==> config.mk <==
export PLATFORM = sky130hd
export DESIGN_NAME = sprite_update_sched_flat
export DESIGN_NICKNAME = d
export VERILOG_FILES = /design/src/rtl/sprite_update_sched_if.sv /design/src/rtl/sprite_update_sched.sv /design/src/flat_wrapper.sv
export SDC_FILE = /design/constraint.sdc
export NUM_CORES = 1
export LEC_CHECK = 0
export CELL_PAD_IN_SITES_DETAIL_PLACEMENT = 0
export CELL_PAD_IN_SITES_GLOBAL_PLACEMENT = 1
export CORE_MARGIN = 5
export CORE_UTILIZATION = 50
export CTS_BUF_LIST = sky130_fd_sc_hd__clkbuf_4 sky130_fd_sc_hd__clkbuf_8 sky130_fd_sc_hd__clkbuf_16
export CTS_CLUSTER_SIZE = 12
export DETAILED_ROUTE_END_ITERATION = 6
export HOLD_SLACK_MARGIN = 0.08
export PLACE_DENSITY_LB_ADDON = 0.1
export SLEW_MARGIN = 30
export SYNTH_ARGS = -nofsm -noshare
export SYNTH_HDL_FRONTEND = slang
export SYNTH_SLANG_ARGS = --single-unit
==> constraint.sdc <==
create_clock -name clk -period 7.1 [get_ports clk]
set_clock_uncertainty 0.05 [all_clocks]
set_input_delay 1.775 -clock clk [delete_from_list [all_inputs] [get_ports clk]]
set_output_delay 1.775 -clock clk [all_outputs]
set_load 0.02 [all_outputs]
==> src/rtl/sprite_update_sched_if.sv <==
// sprite_update_sched_if: host packet write port and sprite table update port
//   wr_valid/wr_data/wr_ready : host note-packet push handshake
//   upd_valid/upd_id/upd_x/upd_y/upd_n : sprite attribute table write strobe and fields
interface sprite_update_sched_if;
    logic        wr_valid;
    logic [31:0] wr_data;
    logic        wr_ready;
    logic        upd_valid;
    logic [4:0]  upd_id;
    logic [9:0]  upd_x;
    logic [9:0]  upd_y;
    logic [5:0]  upd_n;
    modport master (output wr_valid, wr_data, input wr_ready, upd_valid, upd_id, upd_x, upd_y, upd_n);
    modport slave  (input wr_valid, wr_data, output wr_ready, upd_valid, upd_id, upd_x, upd_y, upd_n);
endinterface

==> src/rtl/sprite_update_sched.sv <==
// sprite_update_sched: queues host sprite packets during active video and commits them in vertical blank
//   clk, reset     : system clock, asynchronous active-high reset
//   bus (slave)    : packet push handshake in, sprite table write strobe out
//   i_vcount       : current display row
//   i_clr_ovf      : synchronous clear of o_overflow (and o_drop_cnt)
//   o_frame_tick   : one-cycle pulse on entry to vertical blank
//   o_pending      : FIFO occupancy
//   o_overflow     : sticky dropped-packet flag
//   o_drop_cnt     : saturating dropped-packet count when SPRITE_SCHED_DROPCNT_EN is defined, else 0
module sprite_update_sched #(
    parameter int DEPTH   = 16,
    parameter int NSPR    = 32,
    parameter int VACTIVE = 480
) (
    input  logic                     clk,
    input  logic                     reset,
    sprite_update_sched_if.slave     bus,
    input  logic [9:0]               i_vcount,
    input  logic                     i_clr_ovf,
    output logic                     o_frame_tick,
    output logic [$clog2(DEPTH):0]   o_pending,
    output logic                     o_overflow,
    output logic [7:0]               o_drop_cnt
);
    localparam int PW = $clog2(DEPTH);
    typedef enum logic [1:0] {IDLE, DRAIN, CLEAR, HOLD} state_t;
    state_t      r_state, w_next;
    logic [31:0] r_mem [DEPTH];
    logic [PW-1:0] r_wptr, r_rptr;
    logic [PW:0] r_count;
    logic        r_vblank, r_vblank_d;
    logic [4:0]  r_idx;
    logic        w_full, w_empty, w_push, w_drop, w_pop, w_rise, w_wr, w_clr_wr, w_tick;
    logic [31:0] w_head;

    // Full blocks a push even when a pop coincides, so occupancy never exceeds DEPTH.
    assign w_full       = r_count == (PW+1)'(DEPTH);
    assign w_empty      = r_count == '0;
    assign bus.wr_ready = ~w_full;
    assign w_push       = bus.wr_valid & ~w_full;
    assign w_drop       = bus.wr_valid & w_full;
    assign w_head       = r_mem[r_rptr];
    assign w_rise       = r_vblank & ~r_vblank_d;
    assign o_pending    = r_count;

    always_comb begin
        w_next   = r_state;
        w_pop    = 1'b0;
        w_wr     = 1'b0;
        w_clr_wr = 1'b0;
        w_tick   = 1'b0;
        case (r_state)
            IDLE: begin
                w_tick = w_rise;
                w_next = w_rise ? DRAIN : IDLE;
            end
            DRAIN: begin
                w_pop  = r_vblank & ~w_empty;
                w_wr   = w_pop & ~w_head[31];
                w_next = !r_vblank ? IDLE : w_empty ? HOLD : w_head[31] ? CLEAR : DRAIN;
            end
            // The burst always runs to completion, even if blank ends partway.
            CLEAR: begin
                w_clr_wr = 1'b1;
                w_next   = r_idx != 5'(NSPR-1) ? CLEAR : r_vblank ? DRAIN : IDLE;
            end
            HOLD: w_next = !r_vblank ? IDLE : w_empty ? HOLD : DRAIN;
            default: w_next = IDLE;
        endcase
    end

    always_ff @(posedge clk or posedge reset) begin
        if (reset) r_state <= IDLE;
        else       r_state <= w_next;
    end

    always_ff @(posedge clk) begin
        if (w_push) r_mem[r_wptr] <= bus.wr_data;
    end

    always_ff @(posedge clk or posedge reset) begin
        if (reset) begin
            r_vblank      <= 1'b0;
            r_vblank_d    <= 1'b0;
            r_wptr        <= '0;
            r_rptr        <= '0;
            r_count       <= '0;
            r_idx         <= '0;
            o_frame_tick  <= 1'b0;
            o_overflow    <= 1'b0;
            bus.upd_valid <= 1'b0;
            bus.upd_id    <= '0;
            bus.upd_x     <= '0;
            bus.upd_y     <= '0;
            bus.upd_n     <= '0;
        end else begin
            r_vblank      <= i_vcount >= 10'(VACTIVE);
            r_vblank_d    <= r_vblank;
            r_wptr        <= r_wptr + PW'(w_push);
            r_rptr        <= r_rptr + PW'(w_pop);
            r_count       <= r_count + (PW+1)'(w_push) - (PW+1)'(w_pop);
            r_idx         <= w_clr_wr ? r_idx + 5'd1 : 5'd0;
            o_frame_tick  <= w_tick;
            o_overflow    <= w_drop | (o_overflow & ~i_clr_ovf);
            bus.upd_valid <= w_wr | w_clr_wr;
            if (w_wr) begin
                bus.upd_id <= w_head[30:26];
                bus.upd_n  <= w_head[25:20];
                bus.upd_y  <= w_head[19:10];
                bus.upd_x  <= w_head[9:0];
            end else if (w_clr_wr) begin
                bus.upd_id <= r_idx;
                bus.upd_n  <= '0;
                bus.upd_y  <= '0;
                bus.upd_x  <= '0;
            end
        end
    end

`ifdef SPRITE_SCHED_DROPCNT_EN
    logic [7:0] r_drop_cnt;
    always_ff @(posedge clk or posedge reset) begin
        if (reset) r_drop_cnt <= '0;
        else       r_drop_cnt <= i_clr_ovf ? {7'd0, w_drop} : r_drop_cnt + 8'(w_drop && r_drop_cnt != 8'hFF);
    end
    assign o_drop_cnt = r_drop_cnt;
`else
    assign o_drop_cnt = 8'd0;
`endif
endmodule

==> src/flat_wrapper.sv <==
// flat-port wrapper written by rule: the top's interface ports become plain ports
module sprite_update_sched_flat 
#(
    parameter int DEPTH   = 16,
    parameter int NSPR    = 32,
    parameter int VACTIVE = 480
)
  (clk, reset, i_vcount, i_clr_ovf, o_frame_tick, o_pending, o_overflow, o_drop_cnt, bus_wr_valid, bus_wr_data, bus_wr_ready, bus_upd_valid, bus_upd_id, bus_upd_x, bus_upd_y, bus_upd_n);
  sprite_update_sched_if bus_i ();
  input  logic clk;
  input  logic reset;
  input  logic [9:0] i_vcount;
  input  logic i_clr_ovf;
  output logic o_frame_tick;
  output logic [$clog2(DEPTH):0] o_pending;
  output logic o_overflow;
  output logic [7:0] o_drop_cnt;
  input wire logic [$bits(bus_i.wr_valid)-1:0] bus_wr_valid;
  input wire logic [$bits(bus_i.wr_data)-1:0] bus_wr_data;
  output wire logic [$bits(bus_i.wr_ready)-1:0] bus_wr_ready;
  output wire logic [$bits(bus_i.upd_valid)-1:0] bus_upd_valid;
  output wire logic [$bits(bus_i.upd_id)-1:0] bus_upd_id;
  output wire logic [$bits(bus_i.upd_x)-1:0] bus_upd_x;
  output wire logic [$bits(bus_i.upd_y)-1:0] bus_upd_y;
  output wire logic [$bits(bus_i.upd_n)-1:0] bus_upd_n;
  assign bus_i.wr_valid = bus_wr_valid;
  assign bus_i.wr_data = bus_wr_data;
  assign bus_wr_ready = bus_i.wr_ready;
  assign bus_upd_valid = bus_i.upd_valid;
  assign bus_upd_id = bus_i.upd_id;
  assign bus_upd_x = bus_i.upd_x;
  assign bus_upd_y = bus_i.upd_y;
  assign bus_upd_n = bus_i.upd_n;
  sprite_update_sched #(.DEPTH(DEPTH), .NSPR(NSPR), .VACTIVE(VACTIVE)) u_core (.clk(clk), .reset(reset), .bus(bus_i), .i_vcount(i_vcount), .i_clr_ovf(i_clr_ovf), .o_frame_tick(o_frame_tick), .o_pending(o_pending), .o_overflow(o_overflow), .o_drop_cnt(o_drop_cnt));
endmodule
## Word level (Yosys, flattened, before mapping)

Memory sizes are Yosys's and may differ from the RTL's.
Cells that the tools add are included.

- Equal/unequal tests: 5
- Add/sub/neg operators: 5
- Mux-type cells: 23
- Reductions and logical operators: 3
- Bitwise gates (word level): 13
- Magnitude comparators: 1

Operator list:

| cell | number |
|---|---|
| two-way mux 10 bit | 3 |
| two-way mux 5 bit | 3 |
| two-way mux 2 bit | 6 |
| two-way mux 6 bit | 2 |
| greater-or-equal comparator 10 x 9 -> 1 bit (second input constant) | 1 |
| adder 4 x 1 -> 4 bit | 2 |
| two-way mux 1 bit | 8 |
| case mux 2 bit (4 select lines) | 1 |
| AND 1 bit | 6 |
| adder 5 x 1 -> 5 bit | 1 |
| adder 5 x 1 -> 5 bit (second input constant) | 1 |
| == test 5 bit (second input constant) | 1 |
| logical NOT 5 bit | 1 |
| inequality test 5 bit (second input constant) | 1 |
| NOT 1 bit | 5 |
| subtractor 5 x 1 -> 5 bit | 1 |
| == test 2 bit (second input constant) | 2 |
| == test 2 x 1 -> 1 bit (second input constant) | 1 |
| logical NOT 2 bit | 1 |
| OR 1 bit | 2 |
| nonzero test 2 bit | 1 |

- Memories: 1
- Bits of input ports: 46
- Memory bits (writable): 512
- Output and inout bits: 48
- Register bits: 56

Memory list:

| name | depth | bits a word | rd ports | clocked after Yosys merged registers in | write ports | line | source |
|---|---|---|---|---|---|---|---|
| u_core.r_mem | 16 | 32 | 1 | 0 | 1 | sprite_update_sched.sv:28 | `logic [31:0] r_mem [DEPTH];` |

## Longest topological paths before layout

- Depth in word-level cells: 6
- Depth in mapped cells: 15

## Least setup slack after synthesis

No wires, ideal clock.

- Kind: input to register
- Start: input bus_wr_valid
- End: memory u_core.r_mem[0][0] (enable)
- Slack: 1815 ps
- Setup time: 461 ps
- Data required time: 6589 ps
- Arrival: 4774 ps
- Stages on the path: 4
- Buffers on the path: 1
- Cell sequence: and2_1 > clkbuf_1 > or3b_2 > nor3_1

- Cells in the longest elaborated chain, start to end: 3

Ends and longest elaborated chain:

| item | line | source |
|---|---|---|
| from (decl) | flat_wrapper.sv:18 | `input wire logic [$bits(bus_i.wr_valid)-1:0] bus_wr_valid;` |
| AND 1 bit | sprite_update_sched.sv:40 | `assign w_push = bus.wr_valid & ~w_full;` |
| two-way mux 1 bit | sprite_update_sched.sv:78 | `if (w_push) r_mem[r_wptr] <= bus.wr_data;` |
| two-way mux 1 bit (not written as such) | sprite_update_sched.sv:78 |  |
| to (decl) | sprite_update_sched.sv:28 |  |

Every way passes these cells.

## Worst setup path in the final report

- Start: input bus_wr_valid
- End: memory u_core.r_mem[12][13] (enable)

Same word-level chain as after synthesis.

==> results.md <==
STA:
- Setup violations remaining at the end of the flow were counted as 0.
- The time the worst path needs with I/O delays and setup is 4.11 ns.
- Adding up every negative setup slack in the final design gives 0 ns.
- The final clock period utilization by the worst path is ~58%.
- The final max-slew violation count was 0.
- The final hold violation count came to 0.
- The relative slew slack is 33.1%.
- Setup repair after global routing left no endpoint under its margin.
- Based on the critical path, the design can be clocked at up to 243 MHz.
- The actual transition at the worst max-transition pin is approximately 1.0 ns.

Global route:
- For this run, the total global-route usage over all layers was measured as 20.5%.
- The pin count of the biggest net entering global routing is roughly 100.
- The total congestion overflow after global routing is 0.
- The initial antenna violation count is 1.
- The first global-routing pass estimated between 70,000 and 80,000 um of wire.
- The number of global-route vias before repair is between 10,000 and 15,000.

Synthesis:
- In the synthesized netlist the async set-or-reset flop fraction comes to 9.86%.
- Counting flops with a built-in enable in the synthesized netlist gives around 510.
- Counting flops and latches in the post-synthesis netlist gives between 500 and 600.
- Ranked by total cell area, the synthesized netlist is headed by sky130_fd_sc_hd__edfxtp_1, sky130_fd_sc_hd__mux4_2, sky130_fd_sc_hd__dfrtp_1.
- In this run the biggest area consumer among cell types represents 70.0% of the synthesized area.
- The Yosys step of the flow raised 0 warnings.
- Averaged over all synthesized cells, the footprint is about 22 um^2.
- The synthesized instance count is approximately 1,000.
- The library cell occupying the most area in the post-synthesis netlist is sky130_fd_sc_hd__edfxtp_1.
- The fraction of the yosys area taken by sequential cells is about three quarters.
- Among all flip-flop cells after synthesis, the most frequent one is sky130_fd_sc_hd__edfxtp_1.
- The cell area after technology mapping is about 0.022 mm^2.
- After synthesis, the netlist uses 44 different library cells.

Power and ir drop:
- Cell internal power was estimated by the tool at between 7000 and 8000 uW.
- In this run the static leakage power is approximately 0.0085 uW.
- The peak ir drop on the vdd network is ~0.38 mV.
- The post-route total power is roughly 9900 uW.
- Per report_power, the clock group accounts for 29.7% of the total.
- Net switching is 28.7% of the power.
- In this run, flip-flops and latches consume roughly 44% of the power.
- Dividing total power by cell area gives a power density of a little under 400 mW/mm^2.
- The switching power is about 2900 uW.
- Combinational logic burns approximately 26% of the power.

Clock tree:
- The TritonCTS clock tree is built.
- The hold buffer count at cts is 0.
- Clock-pin slew was measured on the worst setup and hold paths at around 0.06 ns.
- The post-CTS setup-driven buffer insertion count is 0.
- The TritonCTS buffer count is 57.
- The root buffer selected by CTS is sky130_fd_sc_hd__clkbuf_16.
- The clock reaches the later pin of the worst-skew pair after just under 0.6 ns.
- The post-cts sizing count is 0.
- Counting every sink on the clock net gives approximately 570.
- The H-tree depth reported by CTS is 2.
- Counting along the longest clock path gives a buffer depth of 3.

Worst setup path:
- The largest single stage delay on the critical path is around 0.81 ns.
- The gate family responsible for the most delay along the worst path is simple AND/OR/NAND/NOR gates.
- Along the worst path, the maximum fanout reaches 21.
- The startpoint class of the critical path is an input port.
- The number of cells on the worst reg-to-reg path is 6.
- The data arrival time at the worst-slack endpoint is 4.33 ns.
- For the worst setup path, the data required time is approximately 7.3 ns.
- The category of the worst setup path capture point is a flop.
- The critical path goes through clkdlybuf4s50_1 > and2_1 > or3b_2 > nor2_4 > buf_4.
- The critical setup path kind is in2reg.
- The depth of the critical timing path with buffers and inverters included is 5.
- The slowest stage of the critical path belongs to the cell sky130_fd_sc_hd__nor2_4.
- The total buffers and inverters traversed by the critical path is 2.

Floorplan:
- The number of rows created at floorplan is 76.
- The full die area is just under 0.05 mm^2.
- The number of I/O pins is between 90 and 100.
- The initial core utilization is between 50% and 60%.
- The vertical die dimension is 220 um.
- The region available for standard cell placement spans between 0.04 and 0.05 mm^2.
- The die is ~220 um wide.

Finish:
- The filler cell count in the final layout is 3,175.
- The multi-input logic area is 0.00496 mm^2.
- The area growth from synthesis to final layout is 15.6%.
- The ratio of cells with drive above 1 in the final layout is around 25%.
- The number of antenna diodes is 0.
- The sequential cells in the finished layout cover a total of ~0.017 mm^2.
- The total number of nets in the final design is approximately 1,200.

Min path:
- Counting instances, the worst hold path has a depth of 1.
- The tightest min-delay check is of the reg2reg type.

Detailed routing:
- The routed via count divided by cell count is approximately 6.
- Once detail routing completed, the nets flagged for antenna violations numbered 0.
- For this run, design rule violations remaining after detail routing come to 0.
- The vias after detailed routing is 10,342.
- The pre-antenna-repair detailed-routing pass consisted of 6 iterations.
- The detailed router finished its first iteration with around 790 violations.
- The total wire length is 48,300 um.
- The post-detailed-route wirelength per cell is 27.6 um.

Placed design:
- During placement, the flow inserted port buffers numbering 80.
- The routability-driven placement congestion ratio is about 0.69.
- The detailed placement HPWL is 24,800 um.

Run:
- The tool flagged a number of max-cap violations equal to 0.

Status:
- The flow ran to the end, and the final reports show no timing, DRC or antenna violations.
==> stage by stage <==
stage | utilization (%) | hold WS [ns] | instance area, um^2 | instances | worst slack, ns
after floorplan | - | 0.350 | 22000 | 1023 | 1.82
after global placement | 54.3 | 0.379 | 23500 | 1647 | 2.35
after detailed placement | 54.4 | 0.391 | 23500 | 1647 | 2.34
after CTS | 58.7 | 0.405 | 25400 | 1751 | 2.97
after global routing | 58.7 | 0.436 | 25400 | 1751 | 2.88
final | 58.7 | 0.403 | 25400 | 1751 | 2.99
==> state kept, by name (all words and copies together) (netlist names) <==
register              flops
u_core.bus.upd_id         5
u_core.bus.upd_n          6
u_core.bus.upd_valid      1
u_core.bus.upd_x         10
u_core.bus.upd_y         10
u_core.o_frame_tick       1
u_core.o_overflow         1
u_core.o_pending          5
u_core.r_idx              5
u_core.r_mem            512
u_core.r_rptr             4
u_core.r_state            2
u_core.r_vblank           1
u_core.r_vblank_d         1
u_core.r_wptr             4
==> metal layers <==
metal	up-vias	wire length, um	share of wire, %	track usage [%]
li1	4454	-	-	-
met3	63	2330	4.8	3.21
met5	-	11	0.023	0
met4	2	933	1.9	5.47
met1	5564	21500	45	30.2
met2	259	23500	49	32.5
==> Yosys cell counts (2+ instances only) <==
cell type,instances
sky130_fd_sc_hd__nand2_1,17
sky130_fd_sc_hd__o22ai_1,8
sky130_fd_sc_hd__dfrtp_1,56
sky130_fd_sc_hd__buf_4,12
sky130_fd_sc_hd__xnor2_1,6
sky130_fd_sc_hd__o22a_1,4
sky130_fd_sc_hd__nor2_1,20
sky130_fd_sc_hd__a221oi_2,5
sky130_fd_sc_hd__clkbuf_1,20
sky130_fd_sc_hd__mux4_2,128
sky130_fd_sc_hd__buf_2,29
sky130_fd_sc_hd__nand4_1,22
sky130_fd_sc_hd__edfxtp_1,512
sky130_fd_sc_hd__and2_1,5
sky130_fd_sc_hd__a21bo_2,8
sky130_fd_sc_hd__nand3b_1,3
sky130_fd_sc_hd__a221oi_1,6
sky130_fd_sc_hd__nand2b_1,4
sky130_fd_sc_hd__o221ai_1,16
sky130_fd_sc_hd__buf_1,3
sky130_fd_sc_hd__a21bo_1,10
sky130_fd_sc_hd__nor2b_1,3
sky130_fd_sc_hd__mux2i_1,48
sky130_fd_sc_hd__inv_1,13
sky130_fd_sc_hd__o21ai_0,3
sky130_fd_sc_hd__ha_1,12
sky130_fd_sc_hd__nand3_2,2
sky130_fd_sc_hd__nor4b_1,2
sky130_fd_sc_hd__xor2_1,4
sky130_fd_sc_hd__nor3_1,4
sky130_fd_sc_hd__a21oi_1,2
sky130_fd_sc_hd__a41o_1,9
sky130_fd_sc_hd__nand3_1,9
==> worst paths after layout <==
| path | startpoint | end | slack, ns |
|---|---|---|---|
| setup / recovery | bus_wr_valid | u_core.r_mem[12][13]$_DFFE_PP_ | 2.99 |
| hold / removal | u_core.r_vblank_d$_DFF_PP0_ | u_core.o_frame_tick$_DFF_PP0_ | 0.40 |
| setup reg to reg | u_core.r_rptr[1]$_DFF_PP0_ | u_core.bus.upd_id[4]$_DFFE_PP0P_ | 3.11 |
| hold reg to reg | u_core.r_vblank_d$_DFF_PP0_ | u_core.o_frame_tick$_DFF_PP0_ | 0.40 |
| max in group asynchronous | reset | u_core.r_rptr[2]$_DFF_PP0_ | 4.38 |
| min in group asynchronous | reset | u_core.r_state[0]$_DFF_PP0_ | 1.50 |
==> layout make-up <==
type                    instances  area share (%)
clock buffers                  92            6.92
flip-flops and latches        568            66.1
multi-input cells             378            19.6
well taps                     585            2.88
inverters                      13           0.192
clock inverters                12           0.434
repair buffers                103            3.88
==> power groups by stage <==
| stage | registers (uW) | clock network (uW) | logic (uW) |
|---|---|---|---|
| 2_1_floorplan | 4330 | 0 | 1890 |
| 3_3_place_gp | 4470 | 0 | 2610 |
| 3_5_place_dp | 4480 | 0 | 2620 |
| 4_1_cts | 4420 | 3020 | 2630 |
| 5_1_grt | 4450 | 3170 | 2770 |
| 6_report | 4400 | 2950 | 2580 |
==> cell usage in the layout, fill, tap and decap left out, drive strengths merged, types with 4 or more instances in the layout <==
cell           instances
dfrtp                 56
o22ai                  8
a21bo                 18
nand4                 22
a41o                   9
xor2                   4
o221ai                16
nand3                 11
o22a                   4
xnor2                  6
edfxtp               512
nor2                  20
and2                   5
ha                    12
clkinv                 8
nor3                   4
nand2b                 4
mux2i                 48
conb                   8
clkdlybuf4s50         80
buf                   23
clkbuf                92
nand2                 18
inv                   14
a221oi                11
mux4                 128
==> cell families after synthesis <==
| logic type | after synthesis | synth area share, % |
|---|---|---|
| AOI/OAI and AO/OA | 75 | 3.09 |
| xor gates and xnor gates | 10 | 0.399 |
| adders and majority gates | 13 | 0.775 |
| buffers and inverters | 77 | 1.69 |
| DFF | 568 | 76.4 |
| muxes | 177 | 15.4 |
| other | 1 | 0.0171 |
| and+or+nand+nor | 95 | 2.30 |
Power figures use the tool's default switching activity.
